**src/rtl/serial_add_arbiter_if.sv**
```systemverilog
`default_nettype none
// ============================================================================
// Module   : serial_add_arbiter_if
// Purpose  : Request/operand/result bundle between two clients and the
//            shared bit-serial adder arbiter.
// Ports    : req0/a0/b0, req1/a1/b1 -> arbiter   (client side drives)
//            gnt0/gnt1/busy/done/id/sum/carry <- arbiter
//            master modport = client view, slave modport = arbiter view
// Revision : 1.0  initial release
// ============================================================================
interface serial_add_arbiter_if #(
  parameter int WIDTH = 8
);
  logic             req0;
  logic [WIDTH-1:0] a0;
  logic [WIDTH-1:0] b0;
  logic             req1;
  logic [WIDTH-1:0] a1;
  logic [WIDTH-1:0] b1;
  logic             gnt0;
  logic             gnt1;
  logic             busy;
  logic             done;
  logic             id;
  logic [WIDTH-1:0] sum;
  logic             carry;

  modport master (
    output req0, a0, b0, req1, a1, b1,
    input  gnt0, gnt1, busy, done, id, sum, carry
  );

  modport slave (
    input  req0, a0, b0, req1, a1, b1,
    output gnt0, gnt1, busy, done, id, sum, carry
  );
endinterface
`default_nettype wire

```
**src/rtl/serial_add_arbiter.sv**
```systemverilog
`default_nettype none
// ============================================================================
// Module   : serial_add_arbiter
// Purpose  : Round-robin arbiter in front of one shared 1-bit full adder
//            (two half adders + OR). The granted operand pair is summed
//            LSB-first over WIDTH cycles; the result is tagged with the ID
//            of the requester it belongs to.
// Ports    : clk_i    rising-edge clock
//            rst_n_i  asynchronous active-low reset
//            bus      serial_add_arbiter_if.slave (requests, operands,
//                     grants, busy, done, id, sum, carry)
// Revision : 1.0  initial release
// ============================================================================
module serial_add_arbiter #(
  parameter int WIDTH = 8
) (
  input  wire logic            clk_i,
  input  wire logic            rst_n_i,
  serial_add_arbiter_if.slave  bus
);

  localparam int                CNT_W    = (WIDTH > 1) ? $clog2(WIDTH) : 1;
  localparam logic [CNT_W-1:0]  LAST_BIT = CNT_W'(WIDTH - 1);

  typedef enum logic [1:0] {
    IDLE = 2'd0,
    RUN  = 2'd1,
    FIN  = 2'd2
  } state_t;

  state_t             state_q, state_d;
  logic [WIDTH-1:0]   a_q, a_d;
  logic [WIDTH-1:0]   b_q, b_d;
  logic [WIDTH-1:0]   res_q, res_d;
  logic               c_q, c_d;
  logic [CNT_W-1:0]   cnt_q, cnt_d;
  logic               last_q, last_d;   // requester granted most recently
  logic               gid_q, gid_d;     // requester of the operation in flight
  logic               gnt0_q, gnt0_d;
  logic               gnt1_q, gnt1_d;
  logic               done_q, done_d;
  logic               id_q, id_d;
  logic [WIDTH-1:0]   sum_q, sum_d;
  logic               carry_q, carry_d;

  // Shared full-adder cell: two half adders plus an OR for the carry.
  logic w_s1, w_c1, w_sum_bit, w_c2, w_c_next;
  assign w_s1      = a_q[0] ^ b_q[0];
  assign w_c1      = a_q[0] & b_q[0];
  assign w_sum_bit = w_s1 ^ c_q;
  assign w_c2      = w_s1 & c_q;
  assign w_c_next  = w_c1 | w_c2;

  // Result register with the new sum bit shifted in at the MSB. After WIDTH
  // shifts the first (LSB) sum bit has walked down to bit 0.
  logic [WIDTH-1:0] w_res_shift;
  generate
    if (WIDTH == 1) begin : g_res_w1
      assign w_res_shift = w_sum_bit;
    end else begin : g_res_wn
      assign w_res_shift = {w_sum_bit, res_q[WIDTH-1:1]};
    end
  endgenerate

  // Requester 1 wins when it asks alone, or when both ask and 0 went last.
  logic w_pick1;
  assign w_pick1 = bus.req1 & (~bus.req0 | ~last_q);

  always_comb begin
    state_d = state_q;
    a_d     = a_q;
    b_d     = b_q;
    res_d   = res_q;
    c_d     = c_q;
    cnt_d   = cnt_q;
    last_d  = last_q;
    gid_d   = gid_q;
    gnt0_d  = 1'b0;
    gnt1_d  = 1'b0;
    done_d  = 1'b0;
    id_d    = id_q;
    sum_d   = sum_q;
    carry_d = carry_q;

    case (state_q)
      IDLE: begin
        if (bus.req0 | bus.req1) begin
          a_d     = w_pick1 ? bus.a1 : bus.a0;
          b_d     = w_pick1 ? bus.b1 : bus.b0;
          c_d     = 1'b0;
          cnt_d   = '0;
          gnt0_d  = ~w_pick1;
          gnt1_d  = w_pick1;
          last_d  = w_pick1;
          gid_d   = w_pick1;
          state_d = RUN;
        end
      end

      RUN: begin
        a_d   = a_q >> 1;
        b_d   = b_q >> 1;
        res_d = w_res_shift;
        c_d   = w_c_next;
        cnt_d = cnt_q + CNT_W'(1);
        // The last bit lands directly in SUM/CARRY so they are valid for
        // the whole FIN cycle in which DONE is high.
        if (cnt_q == LAST_BIT) begin
          sum_d   = w_res_shift;
          carry_d = w_c_next;
          id_d    = gid_q;
          done_d  = 1'b1;
          state_d = FIN;
        end
      end

      FIN: begin
        state_d = IDLE;
      end

      default: begin
        state_d = IDLE;
      end
    endcase
  end

  always_ff @(posedge clk_i or negedge rst_n_i) begin
    if (!rst_n_i) begin
      state_q <= IDLE;
      a_q     <= '0;
      b_q     <= '0;
      res_q   <= '0;
      c_q     <= 1'b0;
      cnt_q   <= '0;
      last_q  <= 1'b1;   // requester 0 wins the first tie
      gid_q   <= 1'b0;
      gnt0_q  <= 1'b0;
      gnt1_q  <= 1'b0;
      done_q  <= 1'b0;
      id_q    <= 1'b0;
      sum_q   <= '0;
      carry_q <= 1'b0;
    end else begin
      state_q <= state_d;
      a_q     <= a_d;
      b_q     <= b_d;
      res_q   <= res_d;
      c_q     <= c_d;
      cnt_q   <= cnt_d;
      last_q  <= last_d;
      gid_q   <= gid_d;
      gnt0_q  <= gnt0_d;
      gnt1_q  <= gnt1_d;
      done_q  <= done_d;
      id_q    <= id_d;
      sum_q   <= sum_d;
      carry_q <= carry_d;
    end
  end

  assign bus.gnt0  = gnt0_q;
  assign bus.gnt1  = gnt1_q;
  assign bus.busy  = (state_q != IDLE);
  assign bus.done  = done_q;
  assign bus.id    = id_q;
  assign bus.sum   = sum_q;
  assign bus.carry = carry_q;

endmodule
`default_nettype wire
```
**src/flat_wrapper.sv**
```systemverilog
// flat-port wrapper written by rule: the top's interface ports become plain ports
module serial_add_arbiter_flat 
#(
  parameter int WIDTH = 8
)
  (clk_i, rst_n_i, bus_req0, bus_a0, bus_b0, bus_req1, bus_a1, bus_b1, bus_gnt0, bus_gnt1, bus_busy, bus_done, bus_id, bus_sum, bus_carry);
  serial_add_arbiter_if #(.WIDTH(WIDTH)) bus_i ();
  input  wire logic clk_i;
  input  wire logic rst_n_i;
  input wire logic [$bits(bus_i.req0)-1:0] bus_req0;
  input wire logic [$bits(bus_i.a0)-1:0] bus_a0;
  input wire logic [$bits(bus_i.b0)-1:0] bus_b0;
  input wire logic [$bits(bus_i.req1)-1:0] bus_req1;
  input wire logic [$bits(bus_i.a1)-1:0] bus_a1;
  input wire logic [$bits(bus_i.b1)-1:0] bus_b1;
  output wire logic [$bits(bus_i.gnt0)-1:0] bus_gnt0;
  output wire logic [$bits(bus_i.gnt1)-1:0] bus_gnt1;
  output wire logic [$bits(bus_i.busy)-1:0] bus_busy;
  output wire logic [$bits(bus_i.done)-1:0] bus_done;
  output wire logic [$bits(bus_i.id)-1:0] bus_id;
  output wire logic [$bits(bus_i.sum)-1:0] bus_sum;
  output wire logic [$bits(bus_i.carry)-1:0] bus_carry;
  assign bus_i.req0 = bus_req0;
  assign bus_i.a0 = bus_a0;
  assign bus_i.b0 = bus_b0;
  assign bus_i.req1 = bus_req1;
  assign bus_i.a1 = bus_a1;
  assign bus_i.b1 = bus_b1;
  assign bus_gnt0 = bus_i.gnt0;
  assign bus_gnt1 = bus_i.gnt1;
  assign bus_busy = bus_i.busy;
  assign bus_done = bus_i.done;
  assign bus_id = bus_i.id;
  assign bus_sum = bus_i.sum;
  assign bus_carry = bus_i.carry;
  serial_add_arbiter #(.WIDTH(WIDTH)) u_core (.clk_i(clk_i), .rst_n_i(rst_n_i), .bus(bus_i));
endmodule
```
**config.mk**
```make
export PLATFORM = sky130hd
export DESIGN_NAME = serial_add_arbiter_flat
export DESIGN_NICKNAME = d
export VERILOG_FILES = /design/src/rtl/serial_add_arbiter_if.sv /design/src/rtl/serial_add_arbiter.sv /design/src/flat_wrapper.sv
export SDC_FILE = /design/constraint.sdc
export NUM_CORES = 1
export LEC_CHECK = 0
export CORE_MARGIN = 2
export CORE_UTILIZATION = 30
export CTS_CLUSTER_SIZE = 24
export DETAILED_ROUTE_END_ITERATION = 16
export GPL_TIMING_DRIVEN = 0
export PLACE_DENSITY_LB_ADDON = 0.1
export SLEW_MARGIN = 15
export SYNTH_ARGS = -nofsm -noshare
export SYNTH_HDL_FRONTEND = slang
export SYNTH_SLANG_ARGS = --single-unit
```
**constraint.sdc**
```tcl
create_clock -name clk_i -period 1.47 [get_ports clk_i]
set_clock_uncertainty 0.15 [all_clocks]
set_input_delay 0.3675 -clock clk_i [delete_from_list [all_inputs] [get_ports clk_i]]
set_output_delay 0.3675 -clock clk_i [all_outputs]
set_load 0.02 [all_outputs]
```
==> reports/metrics.cfg <==
[layout]
drive_above_1_share_pct = 45.3
final_cells = 350
nets = 292
antennaDiodeCount = 0
post-route-util_pct = 50.1
area_delta_synth_final_pct = 59.5
stdcell_area_um2 = 3440

[clocking]
htree_num_levels = 2
tritoncts = yes
clock_path_buffers = 2
insertion_delay_ns = 0.29
cts_buffers = 5
cts-root-buf = clkbuf_8
cts.clk_slew.worst_paths_ns = 0.08
cts.sinks = 44

[floorplan]
dieHeight_um = 88.8
start_util_pct = 31.4
rows = 30
pin_count = 50
die_w_um = 88.8
die_area_um2 = 7890
core_area_um2 = 6870

[synthesis]
seq_area_frac_synth_pct = 51.0
synth_common_cells = 43 x dfrtp_1, 18 x o21ai_0, 17 x mux2_2
ys_ff_latch = 44
synth_top_cell_by_area = dfrtp_1
syn_area_um2 = 2160
async_flop_share_pct = 100
yosysUniqueCellTypes = 30
synth.avg_cell_area_um2 = 12.4
yosysMostFrequentCell = dfrtp_1
synth_ff_type = dfrtp_1
synthesis.nets = 213
synth_area_leaders = dfrtp_1 50%, mux2_2 8.9%, a221oi_2 4.9%
synth_top_area_share_pct = 49.8
synthCells = 174
synth-edff-count = 0
yosys_warnings = 0

[worst_setup_path]
critical_path_class = reg -> reg
worstSetupStartpoint = u_core.state_q[0]$_DFFE_PN0P_
reg2reg_from = u_core.state_q[0]$_DFFE_PN0P_
cp-start-kind = flop
cp-end-kind = flop
reg2regPathDepth = 6
critical_path.endpoint = u_core.bus.sum[0]$_DFFE_PN0P_
reg2reg_to = u_core.bus.sum[0]$_DFFE_PN0P_
crit_fanout = 7
arrival_ns = 1.64
worstPathRequired_ns = 1.50
rrSetupSlack_ns = -0.14

[route]
drc = 0
routed_wl_um = 5490
via_per_inst = 4.79
drtAntennaViolNets = 0
drt-pass1-iter-count = 4
drt_first_iter_violations = 63
wl_per_cell_um = 15.7
via_count = 1677

[place]
port_buffers = 49
dp.cells = 320
place_ws_ns = -1.14
placed_area_um2 = 2840
place_congestion = 0.675
dp_hpwl_um = 3340

[sta]
report.final.slew_viol_count = 0
fin_tns_setup_ns = -3.28
period_needed_ns = 1.61
fmax_ghz = 0.621
min_period_over_period_pct = 110
final_hold_viol_count = 0
worst_slack_ns = -0.140
maxSlewHeadroom_pct = 72.2
finalSetupViolations = 36
worst_pin_slew_ns = 0.418
rsz0062_at_grt = yes

[grt]
overflow = 0
grt_pass1_wl_um = 8470
grt_pass1_vias = 1674
grt_max_degree = 33
grt_use_total_pct = 14.0
grt_antenna_before_repair = 0

[pwr]
power_density_nw_per_um2 = 1850
ir_drop_mv = 0.489
leakage_nw = 1.46

[flow_run]
drv_cap = 0

[run_status]
violations = setup timing
run_status = complete, but fails checks

[worst_hold_path]
worst_hold_path_type = in -> reg

## placed cells by master, fill, tap and decap left out, types with 2 or more instances in the layout
cell and n:
buf_6 6, a221oi_4 9, clkbuf_2 4, mux2_4 11, a22o_1 3, nor3_4 2, o21ai_1 2, clkinv_4 2
a21oi_1 2, o31ai_2 9, buf_12 4, o31ai_4 2, mux2_2 6, a221oi_2 5, clkdlybuf4s50_1 32, nor2b_1 14
and2_1 14, clkbuf_8 5, dfrtp_1 42, inv_1 2, o31ai_1 3, o2bb2ai_1 2, o21ai_0 15, buf_4 14
buf_8 4, buf_2 14, clkbuf_16 3
## where the power goes
part           total (mW)  internal (mW)  switching (mW)
registers            2.11           1.79           0.320
clock network       0.929          0.512           0.417
logic                3.34           1.82            1.52
total                6.39           4.13            2.26
## worst min-delay path by stage
stage,start,end,slack [ns],depth (start not counted)
CTS,rst_n_i,u_core.bus.sum[6]$_DFFE_PN0P_,0.35,2
global placement,u_core.gid_q$_DFFE_PN0P_,u_core.gid_q$_DFFE_PN0P_,0.31,1
finish,bus_req0,u_core.last_q$_DFFE_PN1P_,0.21,2
detailed placement,rst_n_i,u_core.bus.carry$_DFFE_PN0P_,0.13,1
global route,bus_req0,u_core.last_q$_DFFE_PN1P_,0.22,2
floorplan,rst_n_i,u_core.a_q[0]$_DFFE_PN0P_,-0.08,0
## per-layer routing
metal / GRT usage [%] / vias up / routed length [um] / share of wire, %
met1: 20.3 / 829 / 2690 / 49
met2: 21.2 / 36 / 2570 / 47
li1: - / 808 / - / -
met5: 0 / - / 0 / 0
met3: 3.45 / 4 / 160 / 2.9
met4: 2.89 / 0 / 68 / 1.2
## flip-flops by register name (all words and copies together) (netlist names)
| signal | flops |
|---|---|
| u_core.a_q | 8 |
| u_core.b_q | 8 |
| u_core.bus.carry | 1 |
| u_core.bus.done | 1 |
| u_core.bus.gnt0 | 1 |
| u_core.bus.gnt1 | 1 |
| u_core.bus.id | 1 |
| u_core.bus.sum | 8 |
| u_core.c_q | 1 |
| u_core.cnt_q | 3 |
| u_core.gid_q | 1 |
| u_core.last_q | 1 |
| u_core.res_q | 7 |
| u_core.state_q | 2 |
## critical path, cell delays in order (launching register included)
cell and delay (ns):
dfrtp_2 0.38, buf_6 0.12, nor2b_2 0.17, buf_6 0.19, nand2_8 0.10, inv_8 0.09, mux2_4 0.29
## logic make-up after synthesis
logic type | share of synthesized area [%]
AO/OA/AOI/OAI | 21.5
flip-flops | 51.0
adder cells (fa/ha/maj) | 2.09
multiplexers | 9.79
buffers and inverters | 5.33
AND/OR/NAND/NOR | 10.3
## stage by stage
step	hold WS, ns	power (mW)
after floorplan	-0.0781	3.79
after global placement	0.314	4.58
after detailed placement	0.133	4.62
after CTS	0.348	6.08
after global routing	0.223	6.82
final	0.215	6.39
## final cells by class
cell class	instances	area, um2
Multi-Input combinational cell	113	1230
Clock buffer	5	68.8
Timing Repair Buffer	73	703
Clock inverter	3	47.5
Sequential cell	44	1100
Buffer	12	148
Inverter	4	22.5
Tap cell	96	120
Fill cell	627	3420
## repair_timing
action                     CTS  global route
buffers inserted            11             6
hold endpoints to repair    12             0
gates cloned                 1             4
hold buffers                 1             0
pin swaps                    8             6
gates resized for setup     92            31
setup endpoints to repair   56            48
No activity file was read; power rests on OpenSTA's default activity.
